`src/rtl/fft_pkg.sv`:
```
// Shared constants and state encoding for the radix-2 butterfly engine.
package fft_pkg;

  localparam int unsigned N      = 256;  // transform length (complex points)
  localparam int unsigned M      = 8;    // log2(N), number of passes
  localparam int unsigned DW     = 16;   // sample component width, Q1.15
  localparam int unsigned TW     = 16;   // twiddle component width, Q1.14
  localparam int unsigned AW     = 10;   // sample RAM / twiddle ROM index width
  localparam int unsigned QShift = 14;   // twiddle fraction bits

  typedef enum logic [2:0] {
    StIdle,
    StRdTop,
    StRdBot,
    StMul,
    StWrTop,
    StWrBot,
    StDone
  } state_t;

endpackage

```
`src/rtl/fft_cmul.sv`:
```
// Registered complex multiplier: t = b * w, rounded half-up and scaled back to DW+1 bits.
module fft_cmul #(
  parameter int unsigned DW = fft_pkg::DW,
  parameter int unsigned TW = fft_pkg::TW
) (
  input  logic                 clk,
  input  logic                 reset,
  input  logic                 en,
  input  logic [2*DW-1:0]      b,
  input  logic [2*TW-1:0]      w,
  output logic signed [DW:0]   t_re,
  output logic signed [DW:0]   t_im
);
  import fft_pkg::*;

  localparam int unsigned PW = DW + TW + 1;
  localparam logic signed [PW-1:0] Rnd = PW'(1 << (QShift - 1));

  logic signed [DW-1:0]    b_re, b_im;
  logic signed [TW-1:0]    w_re, w_im;
  logic signed [DW+TW-1:0] rr, ii, ri, ir;
  logic signed [PW-1:0]    p_re, p_im;

  // Full-precision products and rounded sums; width PW cannot overflow.
  always_comb begin
    b_re = b[2*DW-1:DW];
    b_im = b[DW-1:0];
    w_re = w[2*TW-1:TW];
    w_im = w[TW-1:0];
    rr   = (DW+TW)'(b_re) * (DW+TW)'(w_re);
    ii   = (DW+TW)'(b_im) * (DW+TW)'(w_im);
    ri   = (DW+TW)'(b_re) * (DW+TW)'(w_im);
    ir   = (DW+TW)'(b_im) * (DW+TW)'(w_re);
    p_re = PW'(rr) - PW'(ii) + Rnd;
    p_im = PW'(ri) + PW'(ir) + Rnd;
  end

  // Output register; loads only when the engine is in its multiply cycle.
  always_ff @(posedge clk) begin
    if (reset) begin
      t_re <= '0;
      t_im <= '0;
    end else if (en) begin
      t_re <= (DW+1)'(p_re >>> QShift);
      t_im <= (DW+1)'(p_im >>> QShift);
    end
  end

endmodule

```
`src/rtl/fft_butterfly_engine.sv`:
```
// In-place radix-2 DIT butterfly engine: reads two samples and a twiddle from external
// memories, computes (top +/- bot*W) / 2 and writes both results back.
module fft_butterfly_engine #(
  parameter int unsigned N  = fft_pkg::N,
  parameter int unsigned M  = fft_pkg::M,
  parameter int unsigned DW = fft_pkg::DW,
  parameter int unsigned TW = fft_pkg::TW
) (
  input  logic                   clk,
  input  logic                   reset,
  input  logic                   ptr_valid,
  output logic                   ptr_ready,
  input  logic [fft_pkg::AW-1:0] i_top,
  input  logic [fft_pkg::AW-1:0] i_bot,
  input  logic [fft_pkg::AW-1:0] address,
  input  logic                   ptr_last,
  output logic [fft_pkg::AW-1:0] mem_addr,
  output logic                   mem_we,
  output logic [2*DW-1:0]        mem_wdata,
  input  logic [2*DW-1:0]        mem_rdata,
  output logic [fft_pkg::AW-1:0] tw_addr,
  input  logic [2*TW-1:0]        tw_data,
  output logic                   busy,
  output logic                   done,
  input  logic                   ack
);
  import fft_pkg::*;

  if (N != (1 << M) || M > AW) begin : gen_param_check
    $error("fft_butterfly_engine: N must equal 2**M and fit the index width");
  end

  state_t              state_q, state_d;
  logic [AW-1:0]       i_top_q, i_bot_q, addr_q;
  logic                last_q;
  logic [2*DW-1:0]     top_q;
  logic [2*TW-1:0]     w_q;
  logic signed [DW:0]  t_re, t_im;
  logic signed [DW-1:0] top_re, top_im;
  logic signed [DW+1:0] sum_re, sum_im, dif_re, dif_im;
  logic [2*DW-1:0]     wdata_top, wdata_bot;
  logic                accept;

  assign accept = ptr_valid && ptr_ready;

  fft_cmul #(
    .DW (DW),
    .TW (TW)
  ) u_cmul (
    .clk   (clk),
    .reset (reset),
    .en    (state_q == StMul),
    .b     (mem_rdata),
    .w     (w_q),
    .t_re  (t_re),
    .t_im  (t_im)
  );

  // State register.
  always_ff @(posedge clk) begin
    if (reset) state_q <= StIdle;
    else       state_q <= state_d;
  end

  // Pointer latches and the captured top sample / twiddle.
  always_ff @(posedge clk) begin
    if (reset) begin
      i_top_q <= '0;
      i_bot_q <= '0;
      addr_q  <= '0;
      last_q  <= 1'b0;
      top_q   <= '0;
      w_q     <= '0;
    end else begin
      if (accept) begin
        i_top_q <= i_top;
        i_bot_q <= i_bot;
        addr_q  <= address;
        last_q  <= ptr_last;
      end
      if (state_q == StRdBot) begin
        top_q <= mem_rdata;
        w_q   <= tw_data;
      end
    end
  end

  // Butterfly sums in DW+2 bits, halved with floor, truncated back to DW.
  always_comb begin
    top_re    = top_q[2*DW-1:DW];
    top_im    = top_q[DW-1:0];
    sum_re    = (DW+2)'(top_re) + (DW+2)'(t_re);
    sum_im    = (DW+2)'(top_im) + (DW+2)'(t_im);
    dif_re    = (DW+2)'(top_re) - (DW+2)'(t_re);
    dif_im    = (DW+2)'(top_im) - (DW+2)'(t_im);
    wdata_top = {DW'(sum_re >>> 1), DW'(sum_im >>> 1)};
    wdata_bot = {DW'(dif_re >>> 1), DW'(dif_im >>> 1)};
  end

  // Next-state and output decode; every output is zero outside the states that drive it.
  always_comb begin
    state_d   = state_q;
    ptr_ready = 1'b0;
    mem_addr  = '0;
    mem_we    = 1'b0;
    mem_wdata = '0;
    tw_addr   = '0;
    busy      = 1'b1;
    done      = 1'b0;
    unique case (state_q)
      StIdle: begin
        ptr_ready = 1'b1;
        busy      = 1'b0;
        if (ptr_valid) state_d = StRdTop;
      end
      StRdTop: begin
        mem_addr = i_top_q;
        tw_addr  = addr_q;
        state_d  = StRdBot;
      end
      StRdBot: begin
        mem_addr = i_bot_q;
        state_d  = StMul;
      end
      StMul: begin
        state_d = StWrTop;
      end
      StWrTop: begin
        mem_we    = 1'b1;
        mem_addr  = i_top_q;
        mem_wdata = wdata_top;
        state_d   = StWrBot;
      end
      StWrBot: begin
        mem_we    = 1'b1;
        mem_addr  = i_bot_q;
        mem_wdata = wdata_bot;
        state_d   = last_q ? StDone : StIdle;
      end
      StDone: begin
        done = 1'b1;
        if (ack) state_d = StIdle;
      end
      default: state_d = StIdle;
    endcase
  end

endmodule

```
`config.mk`:
```
export PLATFORM = sky130hd
export DESIGN_NAME = fft_butterfly_engine
export DESIGN_NICKNAME = d
export VERILOG_FILES = /design/src/rtl/fft_pkg.sv /design/src/rtl/fft_cmul.sv /design/src/rtl/fft_butterfly_engine.sv
export SDC_FILE = /design/constraint.sdc
export NUM_CORES = 2
export LEC_CHECK = 0
export CORE_ASPECT_RATIO = 0.5
export CORE_MARGIN = 4
export CORE_UTILIZATION = 43
export CTS_CLUSTER_DIAMETER = 40
export CTS_CLUSTER_SIZE = 16
export DETAILED_ROUTE_END_ITERATION = 10
export GPL_ROUTABILITY_DRIVEN = 1
export SETUP_SLACK_MARGIN = 0.1
export SLEW_MARGIN = 30
export SYNTH_ARGS = -nofsm -noshare
export SYNTH_HDL_FRONTEND = slang
export SYNTH_HIERARCHICAL = 1
export SYNTH_SLANG_ARGS = --single-unit
```
`constraint.sdc`:
```
create_clock -name clk -period 11.05 [get_ports clk]
set_input_delay 1.105 -clock clk [delete_from_list [all_inputs] [get_ports clk]]
set_output_delay 1.105 -clock clk [all_outputs]
set_load 0.01 [all_outputs]
```
==> flow_metrics.py <==
metrics = {
    "outcome": {
        "status": "completed",
    },
    "clock_tree": {
        "cts_max_level": 4,
        "clk_latency_ns": 0.49,
        "cts_made_buffers": 17,
        "postCtsResizedCells": 0,
        "cts.clk_slew.worst_paths_ns": 0.07,
        "cts_tree": "built",
        "cts_buffer_depth": 2,
        "clock-sinks": 132,
        "post_cts_buffers": 0,
        "root_buffer": "clkbuf_16",
        "ctsHoldBuffers": 0,
    },
    "die": {
        "start_util": 0.433,
        "die_area_um2": 111000,
        "io_pins": 155,
        "num_rows": 84,
        "coreArea_um2": 105000,
        "die_h_um": 238,
        "fp.dieW_um": 468,
    },
    "global_route": {
        "grt_pass1_vias": 36573,
        "gr-total-overflow": 0,
        "grt_pass1_wl_um": 207000,
        "grt_max_degree": 69,
        "antenna_found_initial": 3,
        "grtUsageTotal": 0.242,
    },
    "yosys": {
        "synth_mux_area_frac": 0.00773,
        "synth_fp_nets": 6601,
        "ys_ff_latch": 132,
        "synthXorXnorAreaFrac": 0.0275,
        "syn_inst": 5058,
        "syn_area_per_cell_um2": 8.99,
        "synth_edf_count": 0,
        "ys_seq_area_frac": 0.0581,
        "ys.warnings.count": 6,
        "synth-main-ff-cell": "dfxtp_1",
        "synth_fa_ha_area_frac": 0.582,
        "yosys.cell_types.count": 77,
        "post_synth_instance_area_um2": 45500,
        "synthSimpleGateAreaFrac": 0.154,
        "synth_top_family_by_area": "adder cells",
        "synthArstFlopShare": 0,
        "synth-compound-area-share": 0.0457,
    },
    "worst_setup_path": {
        "crit_type": "in2reg",
        "cp-start-kind": "input pin",
        "r2r_setup_slack_ns": 2.50,
        "endpoint_kind": "flop",
        "r2r_end": "u_cmul/t_re[16]",
        "r2r_start": "w_q[26]",
        "cp.required_ns": 11.43,
        "crit_arrival_ns": 9.54,
        "cp_max_fo": 17,
        "rr_worst_depth": 24,
    },
    "worst_hold_path": {
        "hold_end": "addr_q[4]",
        "min_path_type": "reg2reg",
        "hp-start": "addr_q[4]",
        "hold_depth": 2,
    },
    "sta": {
        "slew_headroom": 0.284,
        "fmax_ghz": 0.109,
        "skew_ns": 0.0134,
        "finalHoldViolations": 0,
        "rsz0062_at_grt": "no",
        "hold_ws_ns": 0.451,
        "maxSlewViolCount": 0,
        "tightestPinTransition_ns": 1.07,
        "finalSetupTns_ns": 0,
        "setup_viol": 0,
        "post-route-period-util": 0.829,
        "min_period_ns": 9.16,
    },
    "routing": {
        "antenna_left": 0,
        "drt_iter0_drc": 2154,
        "totalWireLength_um": 128000,
        "drc": 0,
        "via_per_inst": 5.06,
        "via_count": 32935,
        "dr.pass1.iters": 6,
        "wl_per_cell_um": 19.7,
    },
    "final_layout": {
        "area_growth_pct": 8.01,
        "drive_gt1_frac": 0.0373,
        "finalCoreUtilization": 0.468,
        "final_common_cell": "inv_1",
        "nNetsFinal": 6624,
        "most-common-layout-cells": "inv_1 (1254), fa_1 (1122), nand2_1 (791), and2_1 (427), ha_1 (322)",
    },
    "power_and_ir_drop": {
        "p_per_area_nw_per_um2": 290,
        "power.internal_mw": 6.17,
        "p_clk_frac": 0.042,
        "leakagePower_nw": 23.3,
        "comb_power_share": 0.914,
        "max-vdd-ir-drop_v": 0.000684,
        "totalPowerFinal_mw": 14.2,
        "p_seq_frac": 0.044,
        "p_sw_frac": 0.566,
        "p_switching_mw": 8.05,
    },
    "placed_design": {
        "port_buffers": 154,
        "gp_congestion": 0.905,
        "place_hpwl_um": 103000,
    },
    "run": {
        "maxCapViolations": 0,
    },
}
[synthesized netlist by cell type (4+ instances only)]
cell / number / area share
inv_1: 1254 / 0.10
fa_1: 1122 / 0.49
nand2_1: 792 / 0.065
and2_1: 427 / 0.059
ha_1: 322 / 0.089
clkbuf_1: 226 / 0.019
a21oi_1: 173 / 0.019
dfxtp_1: 132 / 0.058
xnor2_1: 104 / 0.020
nor2_1: 100 / 0.0083
nand2b_1: 40 / 0.0055
xor2_1: 39 / 0.0075
o21ai_0: 33 / 0.0036
mux2i_1: 25 / 0.0055
nor2b_1: 24 / 0.0033
a21o_1: 21 / 0.0035
nor3_1: 18 / 0.0020
nand3_1: 16 / 0.0018
buf_2: 15 / 0.0017
o21a_1: 15 / 0.0025
o21ai_1: 14 / 0.0015
a31oi_1: 13 / 0.0018
a22o_1: 9 / 0.0017
mux2_2: 9 / 0.0022
nand4_1: 9 / 0.0012
a211oi_1: 8 / 0.0013
and3_1: 7 / 0.00096
or3_1: 6 / 0.00083
o31ai_1: 5 / 0.00083
nor4_1: 4 / 0.00055
o21bai_1: 4 / 0.00066
[layout make-up]
class | count | area, um^2
fillers | 10145 | 55900
multi-input cells | 3423 | 37200
inverters | 1256 | 4710
flip-flops and latches | 132 | 2650
repair buffers | 251 | 2220
well taps | 1419 | 1780
clock buffers | 18 | 429
clock inverters | 14 | 141
diodes | 2 | 5.00
[power groups by stage]
| stage | clock network (mW) | logic, mW | registers (mW) |
|---|---|---|---|
| floorplan | 0 | 9.52 | 0.572 |
| global placement | 0 | 12.5 | 0.631 |
| detailed placement | 0 | 12.7 | 0.632 |
| CTS | 0.610 | 12.8 | 0.622 |
| global route | 0.621 | 14.6 | 0.634 |
| finish | 0.592 | 13.0 | 0.630 |
[critical path: stages]
cell             delay (ns)
clkdlybuf4s50_1        1.12
buf_4                  0.31
nand2_1                0.09
fa_1                   0.55
inv_1                  0.05
fa_1                   0.54
inv_1                  0.06
fa_1                   0.53
inv_1                  0.06
fa_1                   0.48
fa_1                   0.56
fa_1                   0.43
fa_1                   0.49
inv_1                  0.05
fa_1                   0.48
inv_1                  0.04
ha_1                   0.33
a21o_1                 0.17
a21oi_1                0.16
o21ai_0                0.11
a21oi_1                0.24
o21ai_0                0.15
buf_4                  0.18
a221oi_1               0.64
o21ai_0                0.25
xnor2_1                0.17
a22o_1                 0.18
[logic make-up after synthesis]
group | count (synthesis)
AOI/OAI and AO/OA | 336
buffers and inverters | 1503
and+or+nand+nor | 1466
DFF | 132
adders and majority gates | 1444
muxes | 34
xor gates and xnor gates | 143
[through the flow]
stage,instance area [um^2],instances,setup WS (ns)
after floorplan,45500,5058,2.68
after global placement,48600,6481,1.36
after detailed placement,48600,6481,1.34
after CTS,49100,6513,1.86
after global routing,49100,6514,1.58
final,49100,6515,1.89
[flip-flops by register name, summed over array words and instances (netlist names)]
| signal | flops |
|---|---|
| i_bot_q | 10 |
| i_top_q | 10 |
| last_q | 1 |
| w_q | 32 |
| top_q | 32 |
| state_q | 3 |
| addr_q | 10 |
| u_cmul/t_re | 17 |
| u_cmul/t_im | 17 |
[worst max path at each step]
stage               slack [ns]  cells past startpoint              end     startpoint
floorplan                 2.68                     27  u_cmul/t_re[10]  mem_rdata[15]
global placement          1.36                     27  u_cmul/t_im[14]  mem_rdata[22]
detailed placement        1.34                     27  u_cmul/t_im[14]  mem_rdata[22]
CTS                       1.86                     27  u_cmul/t_im[14]  mem_rdata[22]
global route              1.58                     27  u_cmul/t_im[14]  mem_rdata[23]
finish                    1.89                     27  u_cmul/t_im[14]  mem_rdata[23]
[per-layer routing]
metal / GRT usage / vias to the layer above / wire, um / part of all wire
met5: 0.00210 / - / 28 / 0.00022
met1: 0.334 / 17027 / 55800 / 0.44
li1: - / 14654 / - / -
met4: 0.0639 / 4 / 3590 / 0.028
met2: 0.381 / 1115 / 57800 / 0.45
met3: 0.0618 / 135 / 11000 / 0.086
Note: power is estimated with default switching activity, not from simulation.
==> patch: new RTL, same flow settings <==
Set the package constant `TW` to 24 (it was 16).
--- a/src/rtl/fft_pkg.sv
+++ b/src/rtl/fft_pkg.sv
@@ -6,3 +6,3 @@
   localparam int unsigned DW     = 16;   // sample component width, Q1.15
-  localparam int unsigned TW     = 16;   // twiddle component width, Q1.14
+  localparam int unsigned TW     = 24;   // twiddle component width, Q1.14
   localparam int unsigned AW     = 10;   // sample RAM / twiddle ROM index width
Ports: changed (resized tw_data); port bits go from 155 to 171. The function was not compared with the original's and may differ.
==> patch against the original RTL <==
  * Critical path depth shrank 2
  * Global-route usage is 0.96 points higher
  * Register-to-register slack lost 0.03 ns
  * Design area grew 13%
  * Final cell count rose by 14%
  * Sequential power up 17%
  * Total power up 17%
  * Synthesized area rose by 13%
  * Clock power rose by 11%
  * Wire length is 18% higher
  * Sequential cell count is 16 higher
  * Worst setup slack improved by 0.33 ns
  * Fmax increased by 3.8%
  * Synthesized cell count up 16%
  * Highest routed layer unchanged
==> patch: results (changes against the original RTL) <==
GRT
The initial antenna violation count was 7 (+4). The all-layer global routing usage is 0.2516 (+0.009624). The global-route met1 utilization came to 0.3483 (+0.01390). The number of global-route vias before repair is 42240 (+15%). The routing usage on met2 is 0.4019 (+0.02090). The global-route wire length before repair is 244900 um (+18%). The met3 routing resource usage after global routing is 0.05386 (-0.007902).

Setup path
The critical path arrival is 9.23 ns (-0.31 ns). The critical path's largest stage delay is 1.06 ns (-0.06 ns). The peak fanout along the critical path is 13 (-4).

Status
The flow ran to the end, and the final reports show no timing, DRC or antenna violations.

Power
The power of the clock network is 0.657 mW (+11%). The leakage power total came to 26.36 nW (+13%). The peak supply drop came to 0.0006711 V (-1.9%).

The power dissipated by switching net loads was 9.115 mW (+13%).

Yosys
The number of distinct library cell variants in the gate-level netlist after synthesis is 64 (-17%). The fraction of synthesized area in multiplexers was 0.005842 (-0.001889). The post-synthesis sequential area ratio came to 0.05740 (-0.0007033). The compound-cell area share of the yosys netlist was 0.04121 (-0.004461). The fraction of the mapped netlist area in adder cells came to 0.5687 (-0.01380). Sorting the synthesized cells by area gives the leading types as sky130_fd_sc_hd__fa_1 (49%), sky130_fd_sc_hd__inv_1 (10%), sky130_fd_sc_hd__ha_1 (8.0%), sky130_fd_sc_hd__nand2_1 (7.7%), sky130_fd_sc_hd__and2_1 (6.8%).

Finish
The number of diodes was 3 (+1). The non-clock buffer instance count of the final layout is 270 (+7.6%). In the final layout, the registers with the most flip-flops are w_q (48), top_q (32). The inverter count is 1385 (+10%).

Detailed routing
The sum of met3 wire segment lengths after detailed routing is 13920 um (+27%). The wire length per cell after detailed routing is 20.35 um (+3.4%). The number of design-rule violations left by the first detailed-router iteration is 2885 (+34%).

The vias after detailed routing came to 38500 (+17%). The wire length on met2 is 68370 um (+18%). The routed length on met1 is 64670 um (+16%).

Clock tree
The TritonCTS sink count was 148 (+12%).

Timing
The final clock skew is 0.02009 ns (+0.006668 ns).

Placement
The final weighted congestion of routability-driven global placement was 0.8925 (-1.3%).
==> patch: per-stage QoR <==
step                      setup WS, ns  power [mW]  cell area [sq um]  std cells
after CTS                        2.286       16.49              55300       7449
final                            2.219       16.61              55330       7453
after floorplan                  3.169       12.10              51610       5889
after global routing             2.015       18.69              55320       7452
after global placement           1.831       15.46              54670       7418
after detailed placement         1.758       15.69              54670       7418
==> patch: worst max-delay path: cells and delay by family <==
family | cells | cell delay [ns]
XOR/XNOR | 1 | 0.10
AO/OA/AOI/OAI | 7 | 1.56
AND/OR/NAND/NOR | 2 | 0.55
adder cells (fa/ha/maj) | 9 | 4.23
buffers and inverters | 6 | 1.65
==> patch: worst paths after layout <==
kind,to,startpoint,slack [ns],cells after the start
worst max register to register,u_cmul/t_im[15],w_q[13],2.47,26
worst min-delay path,w_q[10],w_q[10],0.45,2
worst min register to register,w_q[10],w_q[10],0.45,2
worst max-delay path,u_cmul/t_re[16],mem_rdata[29],2.22,25
